==> src/rtl/drv_btn_mc.sv <==
// drv_btn_mc - multi-channel push-button driver.
//
// Each of NR_CH raw button inputs is synchronised (2 flops), debounced and
// classified. A press is reported as srv_o, then either short_o on release
// or long_o once held for LONG_CYC cycles, followed by periodic rep_o
// pulses while still held. All outputs are registered.
//
// Ports:
//   clk_i     in   clock, rising edge
//   rst_i     in   asynchronous active-high reset
//   enable_i  in   0 forces every channel back to IDLE on the next edge
//   btn_i     in   [NR_CH] raw asynchronous button levels
//   srv_o     out  [NR_CH] pulse on accepted press
//   short_o   out  [NR_CH] pulse on release of a press that never went long
//   long_o    out  [NR_CH] pulse when a press becomes long
//   rep_o     out  [NR_CH] auto-repeat pulses while long-held (REP_EN=1)
//   held_o    out  [NR_CH] level, 1 in HELD, LONG or DEB_R
//
// state  | meaning
// IDLE   | button released, waiting for synchronised high
// DEB_P  | counting stable high samples before accepting a press
// HELD   | press accepted, counting towards long press
// LONG   | long press, counting auto-repeat period
// DEB_R  | counting stable low samples before accepting a release

module drv_btn_mc #(
  parameter int NR_CH    = 4,
  parameter int DEB_CYC  = 4,
  parameter int LONG_CYC = 20,
  parameter int REP_CYC  = 8,
  parameter bit REP_EN   = 1'b1
) (
  input  logic             clk_i,
  input  logic             rst_i,
  input  logic             enable_i,
  input  logic [NR_CH-1:0] btn_i,
  output logic [NR_CH-1:0] srv_o,
  output logic [NR_CH-1:0] short_o,
  output logic [NR_CH-1:0] long_o,
  output logic [NR_CH-1:0] rep_o,
  output logic [NR_CH-1:0] held_o
);

  localparam int HC_MAX = (LONG_CYC > REP_CYC) ? LONG_CYC : REP_CYC;
  localparam int HC_W   = $clog2(HC_MAX) + 1;
  localparam int DC_W   = $clog2(DEB_CYC) + 1;

  localparam logic [DC_W-1:0] DC_ONE  = DC_W'(1);
  localparam logic [DC_W-1:0] DC_LAST = DC_W'(DEB_CYC - 1);
  localparam logic [HC_W-1:0] HC_ONE  = HC_W'(1);
  localparam logic [HC_W-1:0] HC_LONG = HC_W'(LONG_CYC - 1);
  localparam logic [HC_W-1:0] HC_REP  = HC_W'(REP_CYC - 1);

  typedef enum logic [2:0] {
    ST_IDLE  = 3'd0,
    ST_DEB_P = 3'd1,
    ST_HELD  = 3'd2,
    ST_LONG  = 3'd3,
    ST_DEB_R = 3'd4
  } state_e;

  // Synchroniser keeps running while disabled so that re-enabling with a
  // button already down sees the true level immediately.
  logic [NR_CH-1:0] sync1_q, sync1_d;
  logic [NR_CH-1:0] sync2_q, sync2_d;

  always_comb begin
    sync1_d = btn_i;
    sync2_d = sync1_q;
  end

  always_ff @(posedge clk_i or posedge rst_i) begin
    if (rst_i) begin
      sync1_q <= '0;
      sync2_q <= '0;
    end else begin
      sync1_q <= sync1_d;
      sync2_q <= sync2_d;
    end
  end

  for (genvar g = 0; g < NR_CH; g++) begin : g_ch
    state_e          state_q, state_d;
    logic [DC_W-1:0] dc_q, dc_d;
    logic [HC_W-1:0] hc_q, hc_d;
    logic            lg_q, lg_d;
    logic            srv_q, srv_d;
    logic            short_q, short_d;
    logic            long_q, long_d;
    logic            rep_q, rep_d;
    logic            held_q, held_d;
    logic            s;

    assign s = sync2_q[g];

    always_comb begin
      state_d = state_q;
      dc_d    = dc_q;
      hc_d    = hc_q;
      lg_d    = lg_q;
      srv_d   = 1'b0;
      short_d = 1'b0;
      long_d  = 1'b0;
      rep_d   = 1'b0;

      if (!enable_i) begin
        state_d = ST_IDLE;
        dc_d    = '0;
        hc_d    = '0;
        lg_d    = 1'b0;
      end else begin
        unique case (state_q)
          ST_IDLE: begin
            if (s) begin
              state_d = ST_DEB_P;
              dc_d    = DC_ONE;
            end
          end
          ST_DEB_P: begin
            if (!s) begin
              state_d = ST_IDLE;
            end else if (dc_q == DC_LAST) begin
              state_d = ST_HELD;
              srv_d   = 1'b1;
              hc_d    = '0;
              lg_d    = 1'b0;
            end else begin
              dc_d = dc_q + DC_ONE;
            end
          end
          ST_HELD: begin
            if (!s) begin
              state_d = ST_DEB_R;
              dc_d    = DC_ONE;
            end else if (hc_q == HC_LONG) begin
              state_d = ST_LONG;
              long_d  = 1'b1;
              hc_d    = '0;
              lg_d    = 1'b1;
            end else begin
              hc_d = hc_q + HC_ONE;
            end
          end
          ST_LONG: begin
            if (!s) begin
              state_d = ST_DEB_R;
              dc_d    = DC_ONE;
            end else if (hc_q == HC_REP) begin
              rep_d = REP_EN;
              hc_d  = '0;
            end else begin
              hc_d = hc_q + HC_ONE;
            end
          end
          ST_DEB_R: begin
            // A bounce back to high resumes the hold timing where it left off.
            if (s) begin
              state_d = lg_q ? ST_LONG : ST_HELD;
            end else if (dc_q == DC_LAST) begin
              state_d = ST_IDLE;
              short_d = !lg_q;
            end else begin
              dc_d = dc_q + DC_ONE;
            end
          end
          default: begin
            state_d = ST_IDLE;
            dc_d    = '0;
            hc_d    = '0;
            lg_d    = 1'b0;
          end
        endcase
      end

      held_d = (state_d == ST_HELD) || (state_d == ST_LONG) || (state_d == ST_DEB_R);
    end

    always_ff @(posedge clk_i or posedge rst_i) begin
      if (rst_i) begin
        state_q <= ST_IDLE;
        dc_q    <= '0;
        hc_q    <= '0;
        lg_q    <= 1'b0;
        srv_q   <= 1'b0;
        short_q <= 1'b0;
        long_q  <= 1'b0;
        rep_q   <= 1'b0;
        held_q  <= 1'b0;
      end else begin
        state_q <= state_d;
        dc_q    <= dc_d;
        hc_q    <= hc_d;
        lg_q    <= lg_d;
        srv_q   <= srv_d;
        short_q <= short_d;
        long_q  <= long_d;
        rep_q   <= rep_d;
        held_q  <= held_d;
      end
    end

    assign srv_o[g]   = srv_q;
    assign short_o[g] = short_q;
    assign long_o[g]  = long_q;
    assign rep_o[g]   = rep_q;
    assign held_o[g]  = held_q;
  end

endmodule

==> config.mk <==
export PLATFORM = sky130hd
export DESIGN_NAME = drv_btn_mc
export DESIGN_NICKNAME = d
export VERILOG_FILES = /design/src/rtl/drv_btn_mc.sv
export SDC_FILE = /design/constraint.sdc
export NUM_CORES = 1
export LEC_CHECK = 0
export CORE_UTILIZATION = 48
export DETAILED_ROUTE_END_ITERATION = 10
export PLACE_DENSITY = 0.74
export SKIP_LAST_GASP = 1
export SLEW_MARGIN = 20
export SYNTH_ARGS = -nofsm -noshare
export SYNTH_HDL_FRONTEND = slang
export SYNTH_SLANG_ARGS = --single-unit
==> constraint.sdc <==
create_clock -name clk_i -period 2.6 [get_ports clk_i]
set_input_delay 0.52 -clock clk_i [delete_from_list [all_inputs] [get_ports clk_i]]
set_output_delay 0.52 -clock clk_i [all_outputs]
set_load 0.02 [all_outputs]
---- Yosys cells after proc, flatten, opt, wreduce, memory -nomap -nowiden ----
Index checks and enable logic that the tools add are counted.
word-level totals
  register bits after elaboration ......... 80
cells by class
  $add $sub $neg .......................... 8
  eq/ne operators ......................... 80
  muxes and demuxes ....................... 192
  reductions and logical operators ........ 40
operator list
  kind                                                 number
  two-way mux 3 bit                                    60
  two-way mux 6 bit                                    28
  != test 3 bit, second input constant                 32
  case mux 6 bit (4 select lines)                      4
  two-way mux 1 bit                                    88
  equality test 3 x 2 -> 1 bit, second input constant  20
  case mux 3 bit (5 select lines)                      4
  case mux 3 bit (4 select lines)                      4
  AND reduction 5 bit                                  8
  adder 6 x 1 -> 6 bit, second input constant          4
  equality test 3 bit, second input constant           8
  equality test 6 x 3 -> 1 bit, second input constant  4
  equality test 6 x 5 -> 1 bit, second input constant  4
  != test 2 bit, second input constant                 8
  AND reduction 4 bit                                  4
  OR reduction 2 bit                                   8
  adder 3 x 1 -> 3 bit, second input constant          4
  equality test 3 x 1 -> 1 bit, second input constant  4
  zero test 3 bit                                      4
  case mux 1 bit (3 select lines)                      4
  OR reduction 3 bit                                   4
  logical OR 1 bit                                     8
  zero test 1 bit                                      4

---- Logic depth before layout (Yosys ltp) ----
Gate-level depths: netlist of run 1.
  depth in word-level cells ............... 8
  mapped depth ............................ 7
  mapped depth without buffers ............ 6

---- Least setup slack after synthesis of run 1 ----
Ideal clock, no wire load.
  path kind ............................... flip-flop to flip-flop
  start ................................... register g_ch[0].dc_q[0]
  end ..................................... register g_ch[0].dc_q[1]
  setup time .............................. 0.125 ns
  arrival ................................. 1.691 ns
  required time ........................... 2.475 ns
  path slack .............................. 0.784 ns
  cell stages (with the launch flop) ...... 7
  clock period less this slack ............ 1.816 ns
  cells stage by stage .................... dfrtp_1 > ha_1 > ha_1 > a21oi_1 > nor2_1 > a32oi_2 > mux2_2
between the ends
  longest elaborated chain between the ends .. 5
  elaborated cells between the ends (all ways) .. 7
  those cells by class .................... 1 x add/sub; 1 x eq/ne; 5 x mux
RTL lines
  element                                                                      RTL line  source
  from (decl)                                                                  84        logic [DC_W-1:0] dc_q, dc_d;
  from (signal assigned)                                                       181       dc_q <= '0;
  from (signal assigned)                                                       191       dc_q <= dc_d;
  adder 3 x 1 -> 3 bit / equality test 3 x 2 -> 1 bit (equally long branches)  n/a
  two-way mux 3 bit *                                                          122, 159
  two-way mux 3 bit, on equally long branches                                  157, 120
  case mux 3 bit (4 select lines) *                                            112       unique case (state_q)
  two-way mux 3 bit *                                                          106       if (!enable_i) begin
Every way passes the cells marked *; elsewhere a longest branch is shown, timed or not. The select of a mux whose other input is x is not followed.
A chain may end at the register's enable or synchronous reset.

---- Final worst setup path of run 1 ----
Same ends and word-level chain as after synthesis.

==> impl_metrics.yaml, run 1 <==
grt:
  met2_usage_pct: 32.1
  grt_max_degree: 58
  grt_usage_pct: 19.8
  grtUsageMet3_pct: 2.57
  gr-total-overflow: 0
  busiest_layer: "met2"
  antenna_found_initial: 0
  use_met1_pct: 26.7
  grt_pass1_wl_mm: 16.2
  grt_pass1_vias: 3537
timing:
  fin_crit_sh_pct: 76.6
  hold_violations: 0
  fin_crit_ps: 1990
  relSlewSlack_pct: 62.4
  finalSetupViolCount: 0
  skew_ps: 6.58
  fmax_mhz: 502
  worstMarginPinSlew_ps: 564
  slew_violations: 0
  rsz0062_at_grt: "false"
  tns_ps: 0
worst_setup_path:
  rr_endpoint: "g_ch[0].dc_q[1]"
  rr_worst_depth: 6
  start_kind: "flip-flop"
  crit_type: "reg -> reg"
  crit_arrival_ps: 2230
  r2r_slack_ps: 610
  timing.rr.start: "g_ch[0].dc_q[0]"
  worstPathRequired_ps: 2840
  critPathMaxFanout: 7
  end_kind: "flip-flop"
floorplan:
  chipWidth_um: 101
  die_area_mm2: 0.0101
  start_util_pct: 50.0
  rows: 35
  ios: 27
  chipHeight_um: 101
  core_area_mm2: 0.00933
synthesis:
  ys_seq_area_share_pct: 42.9
  netlist_area_mm2: 0.00466
  synthFlopType: "dfrtp_1"
  synth_nets: 511
  synth_cell_types: 73
  yosys_warnings: 0
  ys_ff_latch: 80
  synth_edf_count: 0
  syn_area_per_cell_um2: 9.48
  ys_async_sr_fraction_pct: 100
  syn-instance-count: 492
detailed_routing:
  drc: 0
  routed_via_density: 5.83
  drt_iter0_markers: 291
  dr_total_vias: 3597
  wl_mm: 9.02
  drt-wirelength-per-cell_um: 14.6
  detail-route-antenna-nets: 0
  drt_pass1_iterations: 5
layout:
  layout_common_cells: "80 x dfrtp_1, 34 x nand2_1, 32 x nand3_1, 26 x nor2_1, 25 x clkdlybuf4s50_1"
  seq_area_mm2: 0.00200
  syn2layout_area_growth_pct: 8.50
  drive_above_1_share_pct: 9.84
  multi_input_area_mm2: 0.00225
  antenna_cells: 0
  filler_cell_count: 829
  fin_area_mm2: 0.00506
  mostFrequentLayoutCell: "dfrtp_1"
  nNetsFinal: 504
  final_util_pct: 54.3
clock_tree:
  cts_buffers: 9
  ctsResizeCount: 0
  cts_setup_buffers: 0
  ctsRootBufferMaster: "clkbuf_8"
  cts-htree-levels: 3
  clkTransAtPathRegs_ps: 80
  cts_sinks: 80
  cts_tree: "built"
  clk_latency_ps: 350
  cts_hold_buf: 0
  cts_buffer_depth: 2
min_path:
  hold_depth: 0
  holdPathEnd: "sync2_q[3]"
  min-delay-start: "sync1_q[3]"
  hold_class: "reg -> reg"
placed_design:
  placed_cell_area_mm2: 0.00484
  port-buffer-count: 26
  dp_hpwl_mm: 6.11
  place.gp.congestion: 0.853
run:
  cap_violations: 0
power:
  ir_drop_uv: 221
  power-per-cell-area_mw_per_mm2: 495
  p_leak_nw: 2.13
outcome:
  outcome: "finished, final reports clean"
==> where the power goes <==
| part | internal (mW) | total (mW) | switching, mW |
|---|---|---|---|
| combinational | 0.0624 | 0.153 | 0.0908 |
| clock | 0.626 | 1.06 | 0.430 |
| sequential | 1.26 | 1.29 | 0.0329 |
| total | 1.95 | 2.50 | 0.554 |
==> registers in the layout (all words and copies together), names as in the netlist <==
register      cells
g_ch.dc_q        12
g_ch.rep_q        4
g_ch.state_q     12
g_ch.lg_q         4
g_ch.held_q       4
sync1_q           4
g_ch.srv_q        4
g_ch.hc_q        24
sync2_q           4
g_ch.long_q       4
g_ch.short_q      4
==> logic make-up (layout without fill, tap and decap cells) <==
| logic type | count (synthesis) | in the layout | synth area share [%] |
|---|---|---|---|
| DFF | 80 | 80 | 42.9 |
| xor gates and xnor gates | 6 | 6 | 1.13 |
| adders and majority gates | 12 | 12 | 3.22 |
| and+or+nand+nor | 182 | 182 | 21.4 |
| AOI/OAI and AO/OA | 123 | 123 | 19.6 |
| muxes | 13 | 13 | 2.95 |
| buffers and inverters | 76 | 72 | 8.83 |
==> worst max-delay path, stage by stage, from the launching register on <==
cell and delay [ps]:
dfrtp_1 420, ha_1 210, ha_1 260, a21oi_1 190, nor2_1 90, a32oi_2 340, mux2_2 370
==> cell usage after synthesis, types with 5 or more instances <==
| library cell | instances | share of area (%) |
|---|---|---|
| dfrtp_1 | 80 | 43 |
| nand2_1 | 34 | 2.7 |
| nand3_1 | 32 | 3.4 |
| nor2_1 | 26 | 2.1 |
| inv_1 | 25 | 2.0 |
| buf_4 | 23 | 3.7 |
| a21oi_1 | 20 | 2.1 |
| buf_2 | 18 | 1.9 |
| o21ai_0 | 16 | 1.7 |
| nor3_1 | 14 | 1.5 |
| ha_1 | 12 | 3.2 |
| mux2i_1 | 10 | 2.1 |
| nand2b_1 | 10 | 1.3 |
| nor2b_1 | 9 | 1.2 |
| nor4_1 | 9 | 1.2 |
| o21a_1 | 9 | 1.4 |
| nand3b_1 | 8 | 1.3 |
| o21ai_1 | 8 | 0.86 |
| o22ai_1 | 8 | 1.1 |
| a31oi_1 | 7 | 0.94 |
| nand4_1 | 6 | 0.80 |
| o2bb2ai_1 | 6 | 1.1 |
| or2_2 | 6 | 0.80 |
| a21o_1 | 5 | 0.80 |
==> worst max path at each step <==
stage / cells past startpoint / from / slack [ps] / to
2_1_floorplan: 1 / rst_i / 30 / g_ch[0].dc_q[0]
3_3_place_gp: 6 / enable_i / 690 / g_ch[1].hc_q[3]
3_5_place_dp: 6 / g_ch[0].dc_q[0] / 620 / g_ch[0].dc_q[1]
4_1_cts: 6 / g_ch[0].dc_q[0] / 600 / g_ch[0].dc_q[1]
5_1_grt: 6 / g_ch[0].dc_q[0] / 460 / g_ch[0].dc_q[1]
6_report: 6 / g_ch[0].dc_q[0] / 610 / g_ch[0].dc_q[1]
==> layout make-up <==
type                       count  share of cell area [%]
clock inverter                 4                    1.88
timing repair buffer          32                    6.43
multi-input combinational    336                    44.5
inverter                      26                    1.95
clock buffer                  10                    2.52
sequential                    80                    39.6
tap                          129                    3.19
==> routing by layer <==
metal	part of all wire, %	vias to the layer above
met4	1.9	0
met5	0	-
met1	47	1763
met3	2.9	16
li1	-	1750
met2	48	68
==> metrics by stage <==
| stage | instances | power (mW) | hold WS, ps | setup slack, ps |
|---|---|---|---|---|
| after detailed placement | 603 | 1.47 | 336 | 617 |
| final | 617 | 2.50 | 353 | 609 |
| after floorplan | 492 | 1.43 | 331 | 28.3 |
| after global routing | 617 | 2.61 | 363 | 461 |
| after CTS | 617 | 2.53 | 353 | 603 |
| after global placement | 603 | 1.47 | 332 | 692 |
(Power assumes the default switching activity.)
==> run 2, diff against run 1 <==
==> constraint.sdc (replaced) <==
create_clock -name clk_i -period 1.71 [get_ports clk_i]
set_input_delay 0.342 -clock clk_i [delete_from_list [all_inputs] [get_ports clk_i]]
set_output_delay 0.342 -clock clk_i [all_outputs]
set_load 0.02 [all_outputs]
==> run 2 against run 1 <==
Sequential share of layout area is 3.6 points lower. Utilization is 5.6 points higher. Combinational power up 97%. Critical path depth is the same. Power increased by 51%. Global-route usage increased by 0.48 points. Cell count rose by 8.3%. Non-clock buffer count rose by 49. Count of clock-buffer cells in the layout increased by 1. Critical path type unchanged. Largest power group unchanged.
==> impl_metrics.yaml, run 2 (synthesized netlist as in run 1, its figures left out) <==
outcome:
  outcome: "finished, final reports clean"
layout:
  regMostFlops: "g_ch.hc_q"
  mostFrequentLayoutCell: "dfrtp_1"
  largest_register_ff_count: 24
  syn2layout_area_growth_pct: 19.6
  fin_cells: 668
  antenna_cells: 0
  nNetsFinal: 553
  reg_top3: "g_ch.hc_q x24, g_ch.dc_q x12, g_ch.state_q x12"
  drive_above_1_share_pct: 23.0
  layout_common_cells: "78 x dfrtp_1, 52 x buf_4, 34 x nand2_1, 32 x nand3_1, 25 x clkdlybuf4s50_1"
power:
  power_frac_seq_pct: 51.7
  combPwrFrac_pct: 7.9
  ir_drop_uv: 432
  pwr-share-clk_pct: 40.3
  power-per-cell-area_mw_per_mm2: 678
  p_leak_nw: 2.37
  p_switching_uw: 909
  p_int_mw: 2.88
  sw_frac_of_total_pct: 24.0
detailed_routing:
  routed_via_density: 5.72
  routed-wl-met3_um: 317
  drc: 0
  wl_met2_mm: 4.84
  drt_iter0_markers: 215
  drt_pass1_iterations: 5
  wl_met1_mm: 4.40
  top_layer: "met4"
  wl_mm: 9.68
  drt-wirelength-per-cell_um: 14.5
  detail-route-antenna-nets: 0
  dr_total_vias: 3818
grt:
  grt_pass1_vias: 3718
  grt_usage_pct: 20.3
  gr-total-overflow: 0
  grt_max_degree: 81
  antenna_found_initial: 0
  grt_pass1_wl_mm: 16.6
worst_setup_path:
  critPathMaxFanout: 4
  start_kind: "flip-flop"
  crit_type: "reg -> reg"
  critPathLaunch: "g_ch[0].dc_q[1]"
  timing.rr.start: "g_ch[0].dc_q[1]"
  end_kind: "flip-flop"
  crit_arrival_ps: 1930
  worstPathRequired_ps: 1950
timing:
  finalWorstSetupSlack_ps: 17.0
  fin_crit_sh_pct: 99.0
  fin_crit_ps: 1690
  rsz0062_at_grt: "true"
  slew_violations: 0
  fmax_mhz: 591
  relSlewSlack_pct: 67.9
  worstMarginPinSlew_ps: 481
  hold_violations: 0
  finalSetupViolCount: 0
  skew_ps: 10.6
clock_tree:
  clkTransAtPathRegs_ps: 80
  cts_sinks: 80
  clk_latency_ps: 350
  cts_buffers: 9
  cts-htree-levels: 3
  cts_buffer_depth: 2
  ctsRootBufferMaster: "clkbuf_8"
  cts_tree: "built"
floorplan:
  chipWidth_um: 101
  chipHeight_um: 101
  core_area_mm2: 0.00933
  start_util_pct: 50.0
  rows: 35
  ios: 27
  die_area_mm2: 0.0101
placed_design:
  port-buffer-count: 26
  pre_cts_ws_ps: -25.9
  dp_hpwl_mm: 6.60
  place.gp.congestion: 0.875
  place_inst: 643
run:
  cap_violations: 0
min_path:
  min-delay-start: "sync1_q[0]"
  hold_class: "reg -> reg"
run 2: cell count changes in the layout (fill, tap and decap cells not counted), moves of 4 or more:
cell and delta:
ha_2 +5, ha_1 -9, buf_4 +48, ha_4 +4
run 2: final cells by class:
| cell class | instances | area (µm²) |
|---|---|---|
| clock buffers | 11 | 131 |
| clock inverters | 5 | 81.3 |
| fillers | 777 | 3750 |
| inverters | 26 | 101 |
| multi-input cells | 336 | 2400 |
| flip-flops and latches | 80 | 2000 |
| well taps | 129 | 161 |
| repair buffers | 81 | 697 |
run 2: power groups by stage:
stage | clock, mW | combinational, mW | sequential, mW
after floorplan | 0 | 0.205 | 1.97
after global placement | 0 | 0.276 | 1.99
after detailed placement | 0 | 0.283 | 1.99
after CTS | 1.56 | 0.289 | 1.96
after global routing | 1.65 | 0.337 | 1.96
final | 1.53 | 0.301 | 1.96
run 2: final timing paths:
| kind | to | slack, ps | depth (start not counted) |
|---|---|---|---|
| min reg2reg | sync2_q[0] | 350 | 0 |
| max in group asynchronous | g_ch[0].hc_q[0] | 930 | 3 |
| min in group asynchronous | g_ch[1].dc_q[2] | 430 | 3 |
| max | g_ch[0].dc_q[1] | 20 | 6 |
| min | sync2_q[0] | 350 | 0 |
| max reg2reg | g_ch[0].dc_q[1] | 20 | 6 |
run 2: metal layers:
layer | global-route usage, % | up-vias
met2 | 34.7 | 97
met5 | 0 | -
met4 | 8.03 | 0
met1 | 25.6 | 1859
li1 | - | 1853
met3 | 3.54 | 9
run 2: worst max-delay path, stage by stage (launching register included):
cell and delay, ps:
dfrtp_1 390, ha_2 200, ha_4 170, a21oi_2 180
nor2_2 60, a32oi_2 250, mux2_4 330
run 2: metrics by stage:
step | util (%) | hold WS, ps | cell area, µm² | total power [mW] | setup TNS, ps
final | 59.8 | 352 | 5580 | 3.79 | 0
after global routing | 59.8 | 366 | 5580 | 3.95 | -465
after CTS | 58.2 | 356 | 5430 | 3.81 | 0
after detailed placement | 55.5 | 336 | 5180 | 2.28 | -54.2
after global placement | 55.5 | 332 | 5180 | 2.27 | 0
after floorplan | - | 331 | 4720 | 2.18 | 0
run 2: timing repair:
item / CTS / global route
hold buffers: 0 / 0
setup buffers: 0 / 9
resized for setup: 8 / 20
cloned: 0 / 0
pin swaps: 3 / 13
endpoints found under the setup margin: 7 / 32
